$ cat src/rtl/shift_arbiter_pkg.sv
// Shared definitions for shift_arbiter: shift-type encodings and the
// IDLE/HOLD state encoding of the result register.
package shift_arbiter_pkg;

    localparam logic [1:0] SHIFT_SRL  = 2'b00;
    localparam logic [1:0] SHIFT_SLL  = 2'b01;
    localparam logic [1:0] SHIFT_SRA  = 2'b10;
    localparam logic [1:0] SHIFT_PASS = 2'b11;

    localparam int SHAMT_W = 5;

    typedef enum logic {
        ST_IDLE = 1'b0,
        ST_HOLD = 1'b1
    } state_e;

endpackage

$ cat src/rtl/shift_arbiter_if.sv
// One requester port of shift_arbiter: request handshake plus the
// registered response handshake. master = requester, slave = arbiter.
interface shift_arbiter_if
    import shift_arbiter_pkg::*;
#(
    parameter int N = 32
);
    logic               valid;
    logic               ready;
    logic [N-1:0]       a;
    logic [SHAMT_W-1:0] shamt;
    logic [1:0]         op_type;
    logic               rsp_valid;
    logic               rsp_ready;
    logic [N-1:0]       rsp_r;

    modport master (
        output valid, a, shamt, op_type, rsp_ready,
        input  ready, rsp_valid, rsp_r
    );

    modport slave (
        input  valid, a, shamt, op_type, rsp_ready,
        output ready, rsp_valid, rsp_r
    );
endinterface

$ cat src/rtl/shift_arbiter_shifter.sv
// Combinational N-bit barrel shifter (SRL/SLL/SRA). Code 11 is not decoded
// here and falls through to SRL; the caller muxes pass-through around it.
module shift_arbiter_shifter
    import shift_arbiter_pkg::*;
#(
    parameter int N = 32
) (
    input  logic [N-1:0]       a_i,
    input  logic [SHAMT_W-1:0] shamt_i,
    input  logic [1:0]         op_i,
    output logic [N-1:0]       r_o
);
    always_comb begin
        r_o = a_i >> shamt_i;
        case (op_i)
            SHIFT_SLL: r_o = a_i << shamt_i;
            SHIFT_SRA: r_o = $signed(a_i) >>> shamt_i;
            default:   ;
        endcase
    end
endmodule

$ cat src/rtl/shift_arbiter.sv
// Two-port arbiter sharing one barrel shifter, with a registered result
// returned over valid/ready. Define SHIFT_ARB_RR_EN for round-robin ties;
// otherwise port 0 always wins a tie.
module shift_arbiter
    import shift_arbiter_pkg::*;
#(
    parameter int N = 32
) (
    input  logic           clk,
    input  logic           rst,
    shift_arbiter_if.slave p0,
    shift_arbiter_if.slave p1
);
    state_e             state_q, state_d;
    logic               owner_q, owner_d;
    logic [N-1:0]       result_q, result_d;

    logic               prio;
    logic               owner_rsp_ready;
    logic               accept_ok;
    logic               grant0, grant1;
    logic [N-1:0]       sel_a;
    logic [SHAMT_W-1:0] sel_shamt;
    logic [1:0]         sel_type;
    logic [N-1:0]       shift_r;
    logic [N-1:0]       op_r;

`ifdef SHIFT_ARB_RR_EN
    logic ptr_q, ptr_d;

    always_comb begin
        ptr_d = ptr_q;
        if (grant0) begin
            ptr_d = 1'b1;
        end else if (grant1) begin
            ptr_d = 1'b0;
        end
    end

    always_ff @(posedge clk) begin
        if (rst) begin
            ptr_q <= 1'b0;
        end else begin
            ptr_q <= ptr_d;
        end
    end

    assign prio = ptr_q;
`else
    assign prio = 1'b0;
`endif

    // A full register can be refilled in the same cycle its owner drains it.
    assign owner_rsp_ready = owner_q ? p1.rsp_ready : p0.rsp_ready;
    assign accept_ok       = !rst && ((state_q == ST_IDLE) || owner_rsp_ready);

    assign grant0 = accept_ok && p0.valid && (!p1.valid || !prio);
    assign grant1 = accept_ok && p1.valid && (!p0.valid ||  prio);

    assign p0.ready = grant0;
    assign p1.ready = grant1;

    assign sel_a     = grant1 ? p1.a       : p0.a;
    assign sel_shamt = grant1 ? p1.shamt   : p0.shamt;
    assign sel_type  = grant1 ? p1.op_type : p0.op_type;

    shift_arbiter_shifter #(
        .N (N)
    ) u_shifter (
        .a_i     (sel_a),
        .shamt_i (sel_shamt),
        .op_i    (sel_type),
        .r_o     (shift_r)
    );

    assign op_r = (sel_type == SHIFT_PASS) ? sel_a : shift_r;

    always_comb begin
        state_d  = state_q;
        owner_d  = owner_q;
        result_d = result_q;
        if (grant0 || grant1) begin
            state_d  = ST_HOLD;
            owner_d  = grant1;
            result_d = op_r;
        end else if ((state_q == ST_HOLD) && owner_rsp_ready) begin
            state_d = ST_IDLE;
        end
    end

    always_ff @(posedge clk) begin
        if (rst) begin
            state_q  <= ST_IDLE;
            owner_q  <= 1'b0;
            result_q <= '0;
        end else begin
            state_q  <= state_d;
            owner_q  <= owner_d;
            result_q <= result_d;
        end
    end

    // Outputs are forced low while rst is asserted, even before the state clears.
    assign p0.rsp_valid = !rst && (state_q == ST_HOLD) && !owner_q;
    assign p1.rsp_valid = !rst && (state_q == ST_HOLD) &&  owner_q;
    assign p0.rsp_r     = p0.rsp_valid ? result_q : '0;
    assign p1.rsp_r     = p1.rsp_valid ? result_q : '0;

endmodule

$ cat src/flat_wrapper.sv
// flat-port wrapper written by rule: the top's interface ports become plain ports
module shift_arbiter_flat import shift_arbiter_pkg::*;
#(
    parameter int N = 32
)
  (clk, rst, p0_valid, p0_a, p0_shamt, p0_op_type, p0_rsp_ready, p0_ready, p0_rsp_valid, p0_rsp_r, p1_valid, p1_a, p1_shamt, p1_op_type, p1_rsp_ready, p1_ready, p1_rsp_valid, p1_rsp_r);
  shift_arbiter_if #(.N(N)) p0_i ();
  shift_arbiter_if #(.N(N)) p1_i ();
  input  logic clk;
  input  logic rst;
  input wire logic [$bits(p0_i.valid)-1:0] p0_valid;
  input wire logic [$bits(p0_i.a)-1:0] p0_a;
  input wire logic [$bits(p0_i.shamt)-1:0] p0_shamt;
  input wire logic [$bits(p0_i.op_type)-1:0] p0_op_type;
  input wire logic [$bits(p0_i.rsp_ready)-1:0] p0_rsp_ready;
  output wire logic [$bits(p0_i.ready)-1:0] p0_ready;
  output wire logic [$bits(p0_i.rsp_valid)-1:0] p0_rsp_valid;
  output wire logic [$bits(p0_i.rsp_r)-1:0] p0_rsp_r;
  input wire logic [$bits(p1_i.valid)-1:0] p1_valid;
  input wire logic [$bits(p1_i.a)-1:0] p1_a;
  input wire logic [$bits(p1_i.shamt)-1:0] p1_shamt;
  input wire logic [$bits(p1_i.op_type)-1:0] p1_op_type;
  input wire logic [$bits(p1_i.rsp_ready)-1:0] p1_rsp_ready;
  output wire logic [$bits(p1_i.ready)-1:0] p1_ready;
  output wire logic [$bits(p1_i.rsp_valid)-1:0] p1_rsp_valid;
  output wire logic [$bits(p1_i.rsp_r)-1:0] p1_rsp_r;
  assign p0_i.valid = p0_valid;
  assign p0_i.a = p0_a;
  assign p0_i.shamt = p0_shamt;
  assign p0_i.op_type = p0_op_type;
  assign p0_i.rsp_ready = p0_rsp_ready;
  assign p0_ready = p0_i.ready;
  assign p0_rsp_valid = p0_i.rsp_valid;
  assign p0_rsp_r = p0_i.rsp_r;
  assign p1_i.valid = p1_valid;
  assign p1_i.a = p1_a;
  assign p1_i.shamt = p1_shamt;
  assign p1_i.op_type = p1_op_type;
  assign p1_i.rsp_ready = p1_rsp_ready;
  assign p1_ready = p1_i.ready;
  assign p1_rsp_valid = p1_i.rsp_valid;
  assign p1_rsp_r = p1_i.rsp_r;
  shift_arbiter #(.N(N)) u_core (.clk(clk), .rst(rst), .p0(p0_i), .p1(p1_i));
endmodule
$ cat config.mk
export PLATFORM = sky130hd
export DESIGN_NAME = shift_arbiter_flat
export DESIGN_NICKNAME = d
export VERILOG_FILES = /design/src/rtl/shift_arbiter_pkg.sv /design/src/rtl/shift_arbiter_if.sv /design/src/rtl/shift_arbiter_shifter.sv /design/src/rtl/shift_arbiter.sv /design/src/flat_wrapper.sv
export SDC_FILE = /design/constraint.sdc
export NUM_CORES = 1
export LEC_CHECK = 0
export BUFFER_PORTS_ARGS = -buffer_cell sky130_fd_sc_hd__buf_2
export CAP_MARGIN = 40
export CORE_MARGIN = 3
export CORE_UTILIZATION = 55
export CTS_BUF_LIST = sky130_fd_sc_hd__clkbuf_8
export DETAILED_ROUTE_END_ITERATION = 8
export GPL_ROUTABILITY_DRIVEN = 1
export PLACE_DENSITY = 0.79
export SKIP_CTS_REPAIR_TIMING = 1
export SLEW_MARGIN = 10
export SYNTH_ARGS = -nofsm -noshare
export SYNTH_HDL_FRONTEND = slang
export SYNTH_SLANG_ARGS = --single-unit
$ cat constraint.sdc
create_clock -name clk -period 11.95 [get_ports clk]
set_input_delay 0.5975 -clock clk [delete_from_list [all_inputs] [get_ports clk]]
set_output_delay 0.5975 -clock clk [all_outputs]
set_load 0.1 [all_outputs]
==> metrics.md <==
| Metric | Value |
|---|---|
| Tot GR Track Use | 0.476 |
| HP Class | reg -> reg |
| Met2 wire len | 17.6 mm |
| Largest net degree at the start of global routing | 65 |
| Worst-path fanout max | just under 50 |
| Period utilisation layout | 0.468 |
| Final Hold Violating Endpoints | 0 |
| Total power per unit cell area | between 70 and 80 nW/um2 |
| Max Cap Violations | 0 |
| Met3 wire length | 5.90 mm |
| Port Buffers | about 150 |
| Slew @ Worst Pin | 944 ps |
| Worst vdd ir | roughly 0.041 mV |
| CP required | roughly 12000 ps |
| Slowest stage delay, CP | 660 ps |
| Setup CP Type | in -> reg |
| Vias in the first global route | between 9k and 10k |
| CTS root buf | clkbuf_8 |
| Relative slew slack | 0.353 |
| Max-slew violations | 0 |
| Setup_tns | 0 ps |
| Crit path arrival time | 5850 ps |
| H-tree levels | 2 |
| CTS clk-pin slew, worst paths | about 90 ps |
| Pre-antenna DRT Iters | 8 |
| Drt wl/cell | a little under 30 um |
| Tmin final | ~5600 ps |
| Register area share after synthesis | 0.0793 |
| Async S/R FF share, synth | 0 |
| Setup Skew | 10.7 ps |
| Die ar. | around 17000 um2 |
| Initial Util | 0.562 |
| Post-synth top area cell | mux2i_1 |
| EDFF count, synth | 0 |
| Hold_sp | u_core.result_q[25]$_SDFFE_PP0P_ |
| Synth warnings | 0 |
| CTS Sinks | 34 |
| Worst-Skew Late Latency | about 320 ps |
| Final setup fails | 0 |
| Num CTS Buffers | 5 |
| Num rows | 45 |
| Largest cells by area after synthesis | mux2i_1 19%, mux4_2 11%, dfxtp_1 7.9%, mux2_2 7.0%, nand2_1 5.0% |
| Crit path launch | rst |
| Number of I/O pins | ~150 |
| Worst path cell trace | buf_2 -> inv_1 -> o211ai_4 -> buf_4 -> inv_2 -> nand2_1 -> nand2_1 -> ha_1 -> buf_4 -> nand2b_1 -> a221oi_2 -> nand2_1 -> a211oi_1 -> a211o_1 -> o41ai_1 -> o21ai_1 |
| Gr ovfl total | 0 |
| Design Area, Final | approximately 9500 um2 |
| Number of DRC markers in iteration 0 | roughly 1.9k |
| Max Clock Freq | ~0.18 GHz |
| First-pass GRT wire length | between 60 and 70 mm |
| Placed cell area | roughly 9300 um2 |
| Routed Antenna Nets | 0 |
| Share of layout cells above drive strength 1 | 0.252 |
| R2r startpoint | u_core.owner_q$_SDFFE_PP0P_ |
| Post-Syn Area | about 8600 um2 |
| Unrepaired setup endpoints after global routing | no |
| DIE WIDTH | roughly 130 um |
| Clock Path Buffers | 2 |
| #FFs+latches synth | 34 |
| RePlAce Congestion | about 1.1 |
| Synth-to-layout area growth | 10.2% |
| Most frequent CP cell | nand2_1 |
| Worst reg2reg path depth | 15 |
| Syn Inst Count | 1130 |
| Via count | between 10k and 15k |
| Filler cells | about 1.4k |
| Yosys cell types | between 70 and 80 |
| Run status | completed |
| Worst reg2reg endpoint | u_core.result_q[25]$_SDFFE_PP0P_ |
| CORE AREA | between 15000 and 20000 um2 |
| Routed WL | about 42 mm |
| Die outline height | around 130 um |
| Crit-path slowest cell | a221oi_2 |
| Most used DFF post-synth | dfxtp_1 |
| Leakage | between 4 and 5 nW |
| Reg2reg setup slack | 6740 ps |
| Hold EP | u_core.result_q[25]$_SDFFE_PP0P_ |
| Net Count, Synth | about 1.2k |
| HPWL after DPL | 31.0 mm |
| Hold Crit Depth | 2 |
| Initial antenna violation count | 1 |
| CTS tree | built |
| Yosys top cell area share | 0.191 |
| DRC | 0 |
| Detail-routed via count per cell | 7.52 |
| Syn avg cell area | 7.59 um2 |
| Wl on met1 | between 15 and 20 mm |
| DR top layer | met5 |
| Final net count | 1296 |
| CP Launch Type | input pin |
| Worst setup EP type | register |
## layout make-up
cell class	count	area, um2	share of cell area
diodes	2	5.00	0.000530
clock buffers	6	82.6	0.00874
clock inverters	2	8.76	0.000927
inverters	14	52.6	0.00556
multi-input cells	977	7380	0.781
flip-flops and latches	34	681	0.0720
well taps	211	264	0.0279
repair buffers	177	976	0.103
## cell families (layout without fill, tap and decap cells)
family	Yosys count	after routing	share of synthesized area
flip-flops	34	34	0.0793
adder cells (fa/ha/maj)	3	3	0.00438
other	0	2	0
multiplexers	264	264	0.381
AO/OA/AOI/OAI	302	302	0.240
buffers and inverters	119	199	0.0659
AND/OR/NAND/NOR	408	408	0.229
## worst max-delay path by stage
stage | depth (start not counted) | slack (ps) | end
3_5_place_dp | 15 | 6290 | u_core.result_q[11]$_SDFFE_PP0P_
3_3_place_gp | 16 | 6400 | u_core.result_q[25]$_SDFFE_PP0P_
2_1_floorplan | 21 | 7030 | u_core.result_q[28]$_SDFFE_PP0P_
4_1_cts | 15 | 6580 | u_core.result_q[11]$_SDFFE_PP0P_
6_report | 16 | 6360 | u_core.result_q[25]$_SDFFE_PP0P_
5_1_grt | 15 | 6040 | u_core.result_q[11]$_SDFFE_PP0P_
## routing by layer
metal | vias to the layer above | track usage
met1 | 4940 | 0.607
met5 | - | 0
met4 | 2 | 0.316
met3 | 245 | 0.148
li1 | 4476 | -
met2 | 1045 | 0.691
## per-stage QoR
stage	utilization	hold slack [ps]	worst slack, ps	power (W)	cells
5_1_grt	0.619	522	6040	0.000731	1421
4_1_cts	0.617	489	6580	0.000685	1420
3_3_place_gp	0.611	484	6400	0.000588	1412
3_5_place_dp	0.611	477	6290	0.000588	1412
2_1_floorplan	-	429	7030	0.000432	1130
6_report	0.619	486	6360	0.000716	1423
## cells in the final DEF, fill, tap and decap left out, drive strengths merged, types with 4 or more instances in the layout
cell,netlist,routed
o21a,4,4
a2111oi,6,6
nor2b,15,15
o22ai,17,17
a32oi,6,6
mux4,42,42
dfxtp,34,34
nand2b,11,11
mux2,56,56
inv,12,13
a22oi,9,9
a21boi,4,4
a31o,4,4
clkbuf,38,6
nand3,26,26
a21oi,56,56
a221oi,11,11
a311oi,5,5
nor2,89,89
a211oi,24,24
o21ai,72,72
buf,67,177
nand2,114,114
nand4,4,4
nor3,47,47
nor4,6,6
a31oi,22,22
and3,10,10
or3,7,7
mux2i,166,166
o211ai,17,17
and2,68,68
nor3b,4,4
## flip-flops by register name, summed over array words and instances, names as in the netlist
signal,cells
u_core.result_q,32
u_core.state_q,1
u_core.owner_q,1
## power breakdown
part           leakage [nW]  internal, W  switching (W)
Clock                0.0524    0.0000458      0.0000525
Sequential            0.280     0.000125      0.0000128
Combinational          3.77     0.000157       0.000322
Total                  4.11     0.000329       0.000387
## worst max-delay path, delay by kind of cell
kind                     cells  cell delay [ps]
AO/OA/AOI/OAI                6             1540
buffers and inverters        5             2340
AND/OR/NAND/NOR              4             1040
adder cells (fa/ha/maj)      1              300
## synth_stat cells, types with 12 or more instances
library cell and instances:
mux4_2 42, clkbuf_1 38, nand3_1 26, mux2_2 53, a211oi_1 24, and2_1 68
o22ai_1 17, nor3_1 47, buf_4 12, buf_2 41, o211ai_1 15, mux2i_1 164
a21oi_1 55, nor2_1 89, dfxtp_1 34, o21ai_0 67, a31oi_1 22, nor2b_1 15
nand2_1 114
No activity file was read; power rests on OpenSTA's default activity.
